==> src/rtl/beta_trap_ctrl.sv <==
// Trap control unit: arbitrates interrupts, exceptions and MRET, tracks the
// hart privilege level, produces the trap CSR write and the fetch redirect.

package beta_trap_ctrl_pkg;

  localparam int unsigned DataWidth = 32;
  localparam int unsigned AddrWidth = 32;

  // Subset of CSR regfile state the trap unit consumes
  typedef struct packed {
    logic                 mie;
    logic                 mpie;
    logic                 mpp;
    logic [AddrWidth-1:0] mtvec;
    logic [AddrWidth-1:0] mepc;
    logic [DataWidth-1:0] mcause;
    logic [DataWidth-1:0] mtval;
    logic [1:0]           ext_int;
    logic [1:0]           tim_int;
    logic [1:0]           soft_int;
  } csr_ctrl_t;

endpackage

module beta_trap_ctrl #(
  parameter int unsigned DataWidth = beta_trap_ctrl_pkg::DataWidth,
  parameter int unsigned AddrWidth = beta_trap_ctrl_pkg::AddrWidth
) (
  input  logic                          clk_i,
  input  logic                          rst_i,
  input  beta_trap_ctrl_pkg::csr_ctrl_t csr_control_i,
  input  logic                          exc_valid_i,
  input  logic [3:0]                    exc_cause_i,
  input  logic [DataWidth-1:0]          exc_tval_i,
  input  logic [AddrWidth-1:0]          exc_pc_i,
  input  logic                          mret_i,
  input  logic                          int_ok_i,
  input  logic [AddrWidth-1:0]          int_pc_i,
  output logic                          event_ack_o,
  output logic                          busy_o,
  output logic                          tcu_csr_we_o,
  output logic [DataWidth-1:0]          csr_mcause_o,
  output logic [DataWidth-1:0]          csr_mtval_o,
  output logic [AddrWidth-1:0]          csr_mepc_o,
  output logic [2:0]                    csr_trap_state_o,
  output logic [1:0]                    priv_lvl_o,
  output logic                          flush_o,
  output logic                          redirect_valid_o,
  output logic [AddrWidth-1:0]          redirect_pc_o,
  input  logic                          redirect_ready_i
);

  localparam logic [1:0] PrivM = 2'b11;
  localparam logic [1:0] PrivU = 2'b00;

  typedef enum logic [1:0] {
    S_IDLE     = 2'd0,
    S_COMMIT   = 2'd1,
    S_REDIRECT = 2'd2
  } state_e;

  state_e               state_q;
  logic [1:0]           priv_q;
  logic                 we_q;
  logic                 flush_q;
  logic                 busy_q;
  logic                 rvalid_q;
  logic [DataWidth-1:0] mcause_q;
  logic [DataWidth-1:0] mtval_q;
  logic [AddrWidth-1:0] mepc_q;
  logic [2:0]           tstate_q;
  logic [AddrWidth-1:0] rpc_q;

  logic                 irq_en;
  logic                 irq_mei;
  logic                 irq_msi;
  logic                 irq_mti;
  logic                 int_take;
  logic [3:0]           int_code;
  logic                 ack;
  logic                 priv_is_m;
  logic [3:0]           exc_code;
  logic [AddrWidth-1:0] vec_base;
  logic [DataWidth-1:0] mcause_d;
  logic [DataWidth-1:0] mtval_d;
  logic [AddrWidth-1:0] mepc_d;
  logic [2:0]           tstate_d;
  logic [AddrWidth-1:0] rpc_d;
  logic [1:0]           priv_d;

  // Event arbitration and trap-entry / trap-return value computation
  always_comb begin
    irq_en    = csr_control_i.mie | (priv_q == PrivU);
    irq_mei   = &csr_control_i.ext_int;
    irq_msi   = &csr_control_i.soft_int;
    irq_mti   = &csr_control_i.tim_int;
    priv_is_m = (priv_q == PrivM);
    int_take  = int_ok_i & irq_en & (irq_mei | irq_msi | irq_mti);
    int_code  = irq_mei ? 4'd11 : (irq_msi ? 4'd3 : 4'd7);
    ack       = (state_q == S_IDLE) & (int_take | exc_valid_i | mret_i);
    vec_base  = {csr_control_i.mtvec[AddrWidth-1:2], 2'b00};

    exc_code  = 4'd2;
    if (exc_valid_i) begin
      exc_code = ((exc_cause_i == 4'd8) && priv_is_m) ? 4'd11 : exc_cause_i;
    end

    // MRET in M-mode is the fall-through case
    mcause_d  = csr_control_i.mcause;
    mtval_d   = csr_control_i.mtval;
    mepc_d    = csr_control_i.mepc;
    tstate_d  = {csr_control_i.mpie, 1'b1, 1'b0};
    rpc_d     = csr_control_i.mepc;
    priv_d    = csr_control_i.mpp ? PrivM : PrivU;

    if (int_take) begin
      mcause_d = {1'b1, (DataWidth-1)'(int_code)};
      mtval_d  = '0;
      mepc_d   = int_pc_i;
      tstate_d = {1'b0, csr_control_i.mie, priv_is_m};
      priv_d   = PrivM;
      rpc_d    = (csr_control_i.mtvec[1:0] == 2'b01)
               ? vec_base + (AddrWidth'(int_code) << 2) : vec_base;
    end else if (exc_valid_i || !priv_is_m) begin
      // Exception, or MRET from U-mode raised as illegal instruction
      mcause_d = DataWidth'(exc_code);
      mtval_d  = exc_valid_i ? exc_tval_i : '0;
      mepc_d   = exc_pc_i;
      tstate_d = {1'b0, csr_control_i.mie, priv_is_m};
      priv_d   = PrivM;
      rpc_d    = vec_base;
    end
  end

  assign event_ack_o = ack;

  // Trap FSM with registered outputs; payload captured at accept
  always_ff @(posedge clk_i) begin
    if (rst_i) begin
      state_q  <= S_IDLE;
      priv_q   <= PrivM;
      we_q     <= 1'b0;
      flush_q  <= 1'b0;
      busy_q   <= 1'b0;
      rvalid_q <= 1'b0;
      mcause_q <= '0;
      mtval_q  <= '0;
      mepc_q   <= '0;
      tstate_q <= '0;
      rpc_q    <= '0;
    end else begin
      case (state_q)
        S_IDLE: begin
          if (ack) begin
            state_q  <= S_COMMIT;
            we_q     <= 1'b1;
            flush_q  <= 1'b1;
            busy_q   <= 1'b1;
            priv_q   <= priv_d;
            mcause_q <= mcause_d;
            mtval_q  <= mtval_d;
            mepc_q   <= mepc_d;
            tstate_q <= tstate_d;
            rpc_q    <= rpc_d;
          end
        end
        S_COMMIT: begin
          state_q  <= S_REDIRECT;
          we_q     <= 1'b0;
          rvalid_q <= 1'b1;
        end
        S_REDIRECT: begin
          if (rvalid_q && redirect_ready_i) begin
            state_q  <= S_IDLE;
            rvalid_q <= 1'b0;
            flush_q  <= 1'b0;
            busy_q   <= 1'b0;
          end
        end
        default: begin
          state_q  <= S_IDLE;
          we_q     <= 1'b0;
          rvalid_q <= 1'b0;
          flush_q  <= 1'b0;
          busy_q   <= 1'b0;
        end
      endcase
    end
  end

  assign busy_o           = busy_q;
  assign tcu_csr_we_o     = we_q;
  assign csr_mcause_o     = mcause_q;
  assign csr_mtval_o      = mtval_q;
  assign csr_mepc_o       = mepc_q;
  assign csr_trap_state_o = tstate_q;
  assign priv_lvl_o       = priv_q;
  assign flush_o          = flush_q;
  assign redirect_valid_o = rvalid_q;
  assign redirect_pc_o    = rpc_q;

endmodule

==> config.mk <==
export PLATFORM = sky130hd
export DESIGN_NAME = beta_trap_ctrl
export DESIGN_NICKNAME = d
export VERILOG_FILES = /design/src/rtl/beta_trap_ctrl.sv
export SDC_FILE = /design/constraint.sdc
export NUM_CORES = 1
export LEC_CHECK = 0
export ABC_AREA = 1
export BUFFER_PORTS_ARGS = -buffer_cell sky130_fd_sc_hd__buf_2
export CAP_MARGIN = 15
export CELL_PAD_IN_SITES_DETAIL_PLACEMENT = 0
export CELL_PAD_IN_SITES_GLOBAL_PLACEMENT = 1
export CORE_ASPECT_RATIO = 1.25
export CORE_MARGIN = 2
export CORE_UTILIZATION = 32
export DETAILED_ROUTE_END_ITERATION = 10
export PLACE_DENSITY_LB_ADDON = 0.1
export SYNTH_ARGS = -nofsm -noshare
export SYNTH_HDL_FRONTEND = slang
export SYNTH_SLANG_ARGS = --single-unit
==> constraint.sdc <==
create_clock -name clk_i -period 4.35 [get_ports clk_i]
set_input_delay 0.6525 -clock clk_i [delete_from_list [all_inputs] [get_ports clk_i]]
set_output_delay 0.6525 -clock clk_i [all_outputs]
set_load 0.02 [all_outputs]
==> metrics.txt, run 1 <==
outcome complete, no violations; # clock sinks between 100 and 150; CTS Buf Count 17; Clock Path Buffers 2; Worst Skew roughly 0.0071 ns; pin count of the biggest net entering global routing approximately 100; Worst Setup End Kind flip-flop; GP Congestion 0.8670; CP Launch Type flip-flop; Yosys reg bits between 100 and 150; slew margin rel. 31.32%; max-cap violations 0; highest net fanout along the worst path 73; Syn Nets 1338; Slew @ Worst Pin ~1.0 ns; grt total ovfl 0; Fmax 0.3494 GHz; slowest library cell on the worst path buf_4; R2R Setup Slk 1.49 ns; # DRC 0; Die Span Y 171.5 microns; postcts setup bufs 0; CP Class flip-flop to flip-flop; DRT Wirelength 31120 microns; Layout Area Growth over Synthesis 36.66%; clock-pin slew on the worst setup and hold paths 0.06 ns; Detailed Route Iter0 Violations 513; Synth Cell Area 7178 sq um; commonest non-fill, non-tap cell in the layout buf_2; setup TNS 0 ns; Final Instance Area 9809 sq um; All-Layer GR Usage 25.52%; Post-synth ARST share 0%; layout cells sized above 1 between 30% and 40%; pwr/cell area about 420 nW/um^2; Initial Util between 30 and 40%; DR vias 8642; Crit path arrival time 3.20 ns; Critical Path RT 4.69 ns; worst setup path startpoint priv_lvl_o[0]; most frequent cells in the layout 380 x buf_2, 331 x nand2_1, 137 x dfxtp_1; vias in the first global route 8169; final setup vio count 0; # rows 61; synth unique cells 30; CP Cell Sequence inv_2, o21a_1, nand2_2, buf_4, nand2_2, nor2_4, buf_4, a22oi_1, o21ai_0; I/O Buffers 380; CTS tree done; routed len/inst 18.01 microns; clk_lat worst skew 0.43 ns; 1st-pass router iterations 5; worst flop-to-flop path startpoint priv_lvl_o[0]; pre-CTS setup slack 1.148 ns; final worst setup slack 1.488 ns; initial antenna violation count 12; Die X roughly 140 microns; dpl hpwl 22880 microns; leakage 4.841 nW; Hold Startpoint csr_trap_state_o[0]; register area share after synthesis 38.21%; Peak VDD IR 0.2675 mV; Avg Cell Area, Syn 6.573 sq um; final worst path period share 65.79%; Post-DRT Antenna Nets 0; Nets 1670; vias per cell around 5; Resized cells post-CTS 0; Post-synth EDFFs 0; Worst Hold Class flip-flop to flip-flop; Critical Path Max Stage Delay 0.64 ns; top cell type's share of synthesized area between 30% and 40%; fin. max-slew vios 0; min Tclk post-route ~2.9 ns; H-tree levels 4; placed cell areas 9188 sq um; Core ar. 22130 sq um; Hold-fix buffers, CTS 0; ys flop type dfxtp_1; ranking of synthesized cells by area dfxtp_1 38%, nand2_1 17%, o21ai_0 8.0%; Cells after Synth 1092; RSZ-0062 raised after global routing false; Hold Vio Cnt, Final 0; post-synth top area cell dfxtp_1; first-pass GRT wire length about 46000 microns; DIE AREA 23650 sq um; Yosys Warn Count 0; Clock Tree Root clkbuf_16; Top Ports around 380
==> per-stage QoR <==
step / hold WS, ns / power (mW) / utilization, % / cells
after floorplan: 0.5206 / 2.232 / - / 1092
after global placement: 0.4516 / 2.695 / 41.51 / 1688
after detailed placement: 0.4514 / 2.700 / 41.51 / 1688
after CTS: 0.4612 / 4.210 / 44.23 / 1720
after global routing: 0.4701 / 4.389 / 44.30 / 1726
final: 0.4635 / 4.158 / 44.32 / 1728
==> cell families (layout without fill, tap and decap cells) <==
kind of cell | count (synthesis) | after routing | share of synthesized area, %
XOR/XNOR | 15 | 15 | 1.830
other | 0 | 8 | 0
buffers and inverters | 135 | 480 | 7.913
AND/OR/NAND/NOR | 489 | 489 | 27.77
AO/OA/AOI/OAI | 313 | 313 | 23.76
adder cells (fa/ha/maj) | 3 | 3 | 0.5230
flip-flops | 137 | 137 | 38.21
==> power breakdown <==
group	leakage, nW	total, mW	internal [mW]	switching [mW]
clock	0.289	1.50	0.878	0.617
combinational	3.42	1.17	0.376	0.799
sequential	1.13	1.49	1.41	0.0734
==> synthesized netlist by cell type, types with 2 or more instances <==
cell and count:
nand2_1 333, buf_4 8, nor3_1 8, a211oi_1 2, nand4_1 7, a22oi_1 31
ha_1 3, o21ai_1 52, a31oi_1 38, nand3_1 80, inv_1 52, xor2_1 14
dfxtp_1 137, buf_2 25, clkbuf_1 45, a21oi_1 71, nand2_2 2, inv_2 3
o21ai_0 115, nor2_4 2, nor2_1 55
==> metal layers <==
| layer | wire [microns] | vias up | GRT usage [%] |
|---|---|---|---|
| li1 | - | 4355 | - |
| met1 | 11880 | 3933 | 27.63 |
| met2 | 15810 | 301 | 46.00 |
| met3 | 2345 | 47 | 7.162 |
| met4 | 1023 | 6 | 10.87 |
| met5 | 55 | - | 0 |
==> final cells by class <==
cell class                 count  area [sq um]
fill                        2478         12320
multi-input combinational    820          3885
sequential                   137          2743
timing repair buffer         392          1992
clock buffer                  19         442.9
tap                          283         354.1
inverter                      56         214.0
clock inverter                13         158.9
antenna                        8         20.02
==> path summary, 6_finish.rpt <==
check,end,cells after the start
worst min register to register,csr_trap_state_o[0],2
worst min-delay path,csr_trap_state_o[0],2
worst max-delay path,csr_mtval_o[7],9
worst max register to register,csr_mtval_o[7],9
==> flip-flops by register name, summed over array words and instances (netlist names) <==
| register | flops |
|---|---|
| redirect_pc_o | 32 |
| csr_trap_state_o | 3 |
| tcu_csr_we_o | 1 |
| state_q | 2 |
| busy_o | 1 |
| redirect_valid_o | 1 |
| csr_mcause_o | 32 |
| csr_mtval_o | 32 |
| priv_lvl_o | 1 |
| csr_mepc_o | 32 |
==> worst max-delay path: cells and delay by family, from the launching register on <==
| kind | cells | cell delay, ns |
|---|---|---|
| buf+inv | 3 | 1.19 |
| simple gates | 3 | 0.61 |
| compound gates | 3 | 0.49 |
| flops | 1 | 0.46 |
No activity file was read; power rests on OpenSTA's default activity.
==> run 2, diff against run 1 <==
- CORE_UTILIZATION: 32 -> 30
- clock period: 4.35 -> 2.7 ns (I/O delays scaled with it)
==> run 2 against run 1 <==
  * Flip-flop and latch count unchanged
  * Setup slack worse by 1.2 ns
  * Highest routed layer is now met4
  * Sequential power is 61% higher
  * Largest cell class unchanged
  * Utilization decreased by 2.3 points
==> metrics.txt, run 2 (synthesis results as in run 1) <==
dpl hpwl 23490 microns (was 22880 microns); Nets 1680 (was 1670); Layout Area Growth over Synthesis 38.59% (was 36.66%); Die X 142.4 microns (was 138.0 microns); # rows 63 (was 61); Fmax 0.4097 GHz; worst hold-check slack 0.2322 ns (was 0.4635 ns); R2R Setup Slk 0.62 ns (was 1.49 ns); All-Layer GR Usage 24.10% (was 25.52%); pin count of the biggest net entering global routing 91 (was 99); final worst path period share 90.40%; Peak VDD IR 0.4250 mV (was 0.2675 mV); Worst Hold Class input port to flip-flop (was flip-flop to flip-flop); DR vias 8604 (was 8642); DIE AREA 25190 sq um (was 23650 sq um); Hold-fix buffers, CTS 0 (unchanged); 1st-pass router iterations 5 (unchanged); I/O Buffers 380 (unchanged); placed insts 1707 (was 1688); outcome complete, no violations (unchanged); Slew @ Worst Pin 0.7437 ns (was 1.030 ns); Core ar. 23650 sq um (was 22130 sq um); H-tree levels 4 (unchanged); Post-DRT Antenna Nets 0 (unchanged); CP Cell Sequence inv_2, o21a_1, nand2_2, nand3b_1, nand2_4, inv_4, buf_12, buf_2 (was inv_2, o21a_1, nand2_2, buf_4, nand2_2, nor2_4, buf_4, a22oi_1, o21ai_0); most frequent cells in the layout 380 x buf_2, 331 x nand2_1, 137 x dfxtp_1 (unchanged); final setup vio count 0 (unchanged); Critical Path Max Stage Delay 0.45 ns (was 0.64 ns); Cells on Worst Hold Path 3 (was 2); highest net fanout along the worst path 28 (was 73); pwr/cell area 676.4 nW/um^2 (was 423.9 nW/um^2); CTS Buf Count 17 (unchanged); Filler Cell Count 2658 (was 2478); routed len/inst 18.03 microns (was 18.01 microns); vias in the first global route 8140 (was 8169); # clock sinks 137 (unchanged); clk_lat worst skew 0.43 ns (about the same); RSZ-0062 raised after global routing false (unchanged); reg-to-reg endpoint csr_mepc_o[31] (was csr_mtval_o[7]); commonest non-fill, non-tap cell in the layout buf_2 (unchanged); grt total ovfl 0 (unchanged); Worst Hold End csr_mepc_o[17] (was csr_trap_state_o[0]); fin. max-slew vios 0 (unchanged); Clock Path Buffers 2 (unchanged); Initial Util 30.35% (was 32.43%); slowest library cell on the worst path dfxtp_1 (was buf_4); Finished Layout Cells 1742 (was 1728); Clock Tree Root clkbuf_16 (unchanged); Critical Path RT 2.30 ns (was 4.69 ns); layout cells sized above 1 30.71% (was 30.27%); CTS tree done (unchanged); vias per cell 4.939 (was 5.001); slew margin rel. 50.42% (was 31.32%); worst flop-to-flop path startpoint priv_lvl_o[0] (unchanged); Top Ports 381 (unchanged); CP Launch Type flip-flop (unchanged); DRT Wirelength 31400 microns (was 31120 microns); setup TNS 0 ns (unchanged); total power 6.729 mW (was 4.158 mW); Die Span Y 176.9 microns (was 171.5 microns); CP Class flip-flop to output pin (was flip-flop to flip-flop); worst r2r path cells 10 (was 9); Worst Setup End Kind output pin (was flip-flop); first-pass GRT wire length 46260 microns (was 45750 microns); min Tclk post-route 2.441 ns; Detailed Route Iter0 Violations 410 (was 513); initial antenna violation count 4 (was 12); Crit path arrival time 2.04 ns (was 3.20 ns); Hold Vio Cnt, Final 0 (unchanged); postcts setup bufs 0 (unchanged); Hold Startpoint int_pc_i[17] (was csr_trap_state_o[0]); leakage 4.897 nW (was 4.841 nW); GP Congestion 0.8477 (was 0.8670); Worst Skew 0.01322 ns (was 0.007056 ns); max-cap violations 0 (unchanged); clock-pin slew on the worst setup and hold paths 0.08 ns (was 0.06 ns); # DRC 0 (unchanged)
## run 2: cell types whose count changed in the layout (fill, tap and decap cells not counted), sizes merged
cell,delta
buf,+10
diode,-4
clkinvlp,+3
inv,-3
clkbuf,-1
## run 2: per-layer routing
| layer | track usage (%) | vias up | part of all wire, % |
|---|---|---|---|
| met2 | 43.70 | 300 | 51 |
| met1 | 27.57 | 3895 | 40 |
| li1 | - | 4374 | - |
| met5 | 0 | - | 0 |
| met3 | 5.005 | 35 | 6.5 |
| met4 | 9.406 | 0 | 2.9 |
## run 2: through the flow
step / cell area (sq um) / util, % / worst slack [ns]
after floorplan: 7178 / - / 0.7295
after global placement: 9361 / 39.59 / 0.3147
after detailed placement: 9361 / 39.59 / 0.2516
after CTS: 9937 / 42.02 / 0.02310
after global routing: 9946 / 42.06 / 0.1182
final: 9948 / 42.07 / 0.2592
## run 2: how the worst max path moves through the flow
stage / from / end / slack [ns] / cells past startpoint
final: priv_lvl_o[0] / event_ack_o / 0.26 / 8
after CTS: priv_lvl_o[0] / event_ack_o / 0.02 / 8
after floorplan: csr_control_i[4] / redirect_pc_o[21] / 0.73 / 15
after global routing: priv_lvl_o[0] / event_ack_o / 0.12 / 8
after global placement: csr_control_i[4] / redirect_pc_o[22] / 0.31 / 15
after detailed placement: csr_control_i[4] / redirect_pc_o[21] / 0.25 / 16
## run 2: layout make-up
class | instances | area, sq um | share of cell area (%)
antenna | 4 | 10.01 | 0.1006
tap | 292 | 365.4 | 3.672
timing repair buffer | 402 | 2155 | 21.66
multi-input combinational | 820 | 3885 | 39.05
inverter | 56 | 215.2 | 2.163
clock inverter | 13 | 146.4 | 1.472
sequential | 137 | 2743 | 27.57
clock buffer | 18 | 429.2 | 4.314
## run 2: critical path: cells and delay by family, from the launching register on
family                 cells  cell delay, ns
AOI/OAI and AO/OA          1            0.20
DFF                        1            0.45
and+or+nand+nor            3            0.38
buffers and inverters      4            0.56
## run 2: timing repair
item	in CTS	in global routing
endpoints found under the hold margin	0	0
gates resized for setup	0	1
setup endpoints to repair	0	1
## run 2: where the power goes
part           switching, mW  internal [mW]
clock                  0.993           1.37
combinational           1.31          0.659
sequential             0.122           2.28
total                   2.43           4.30
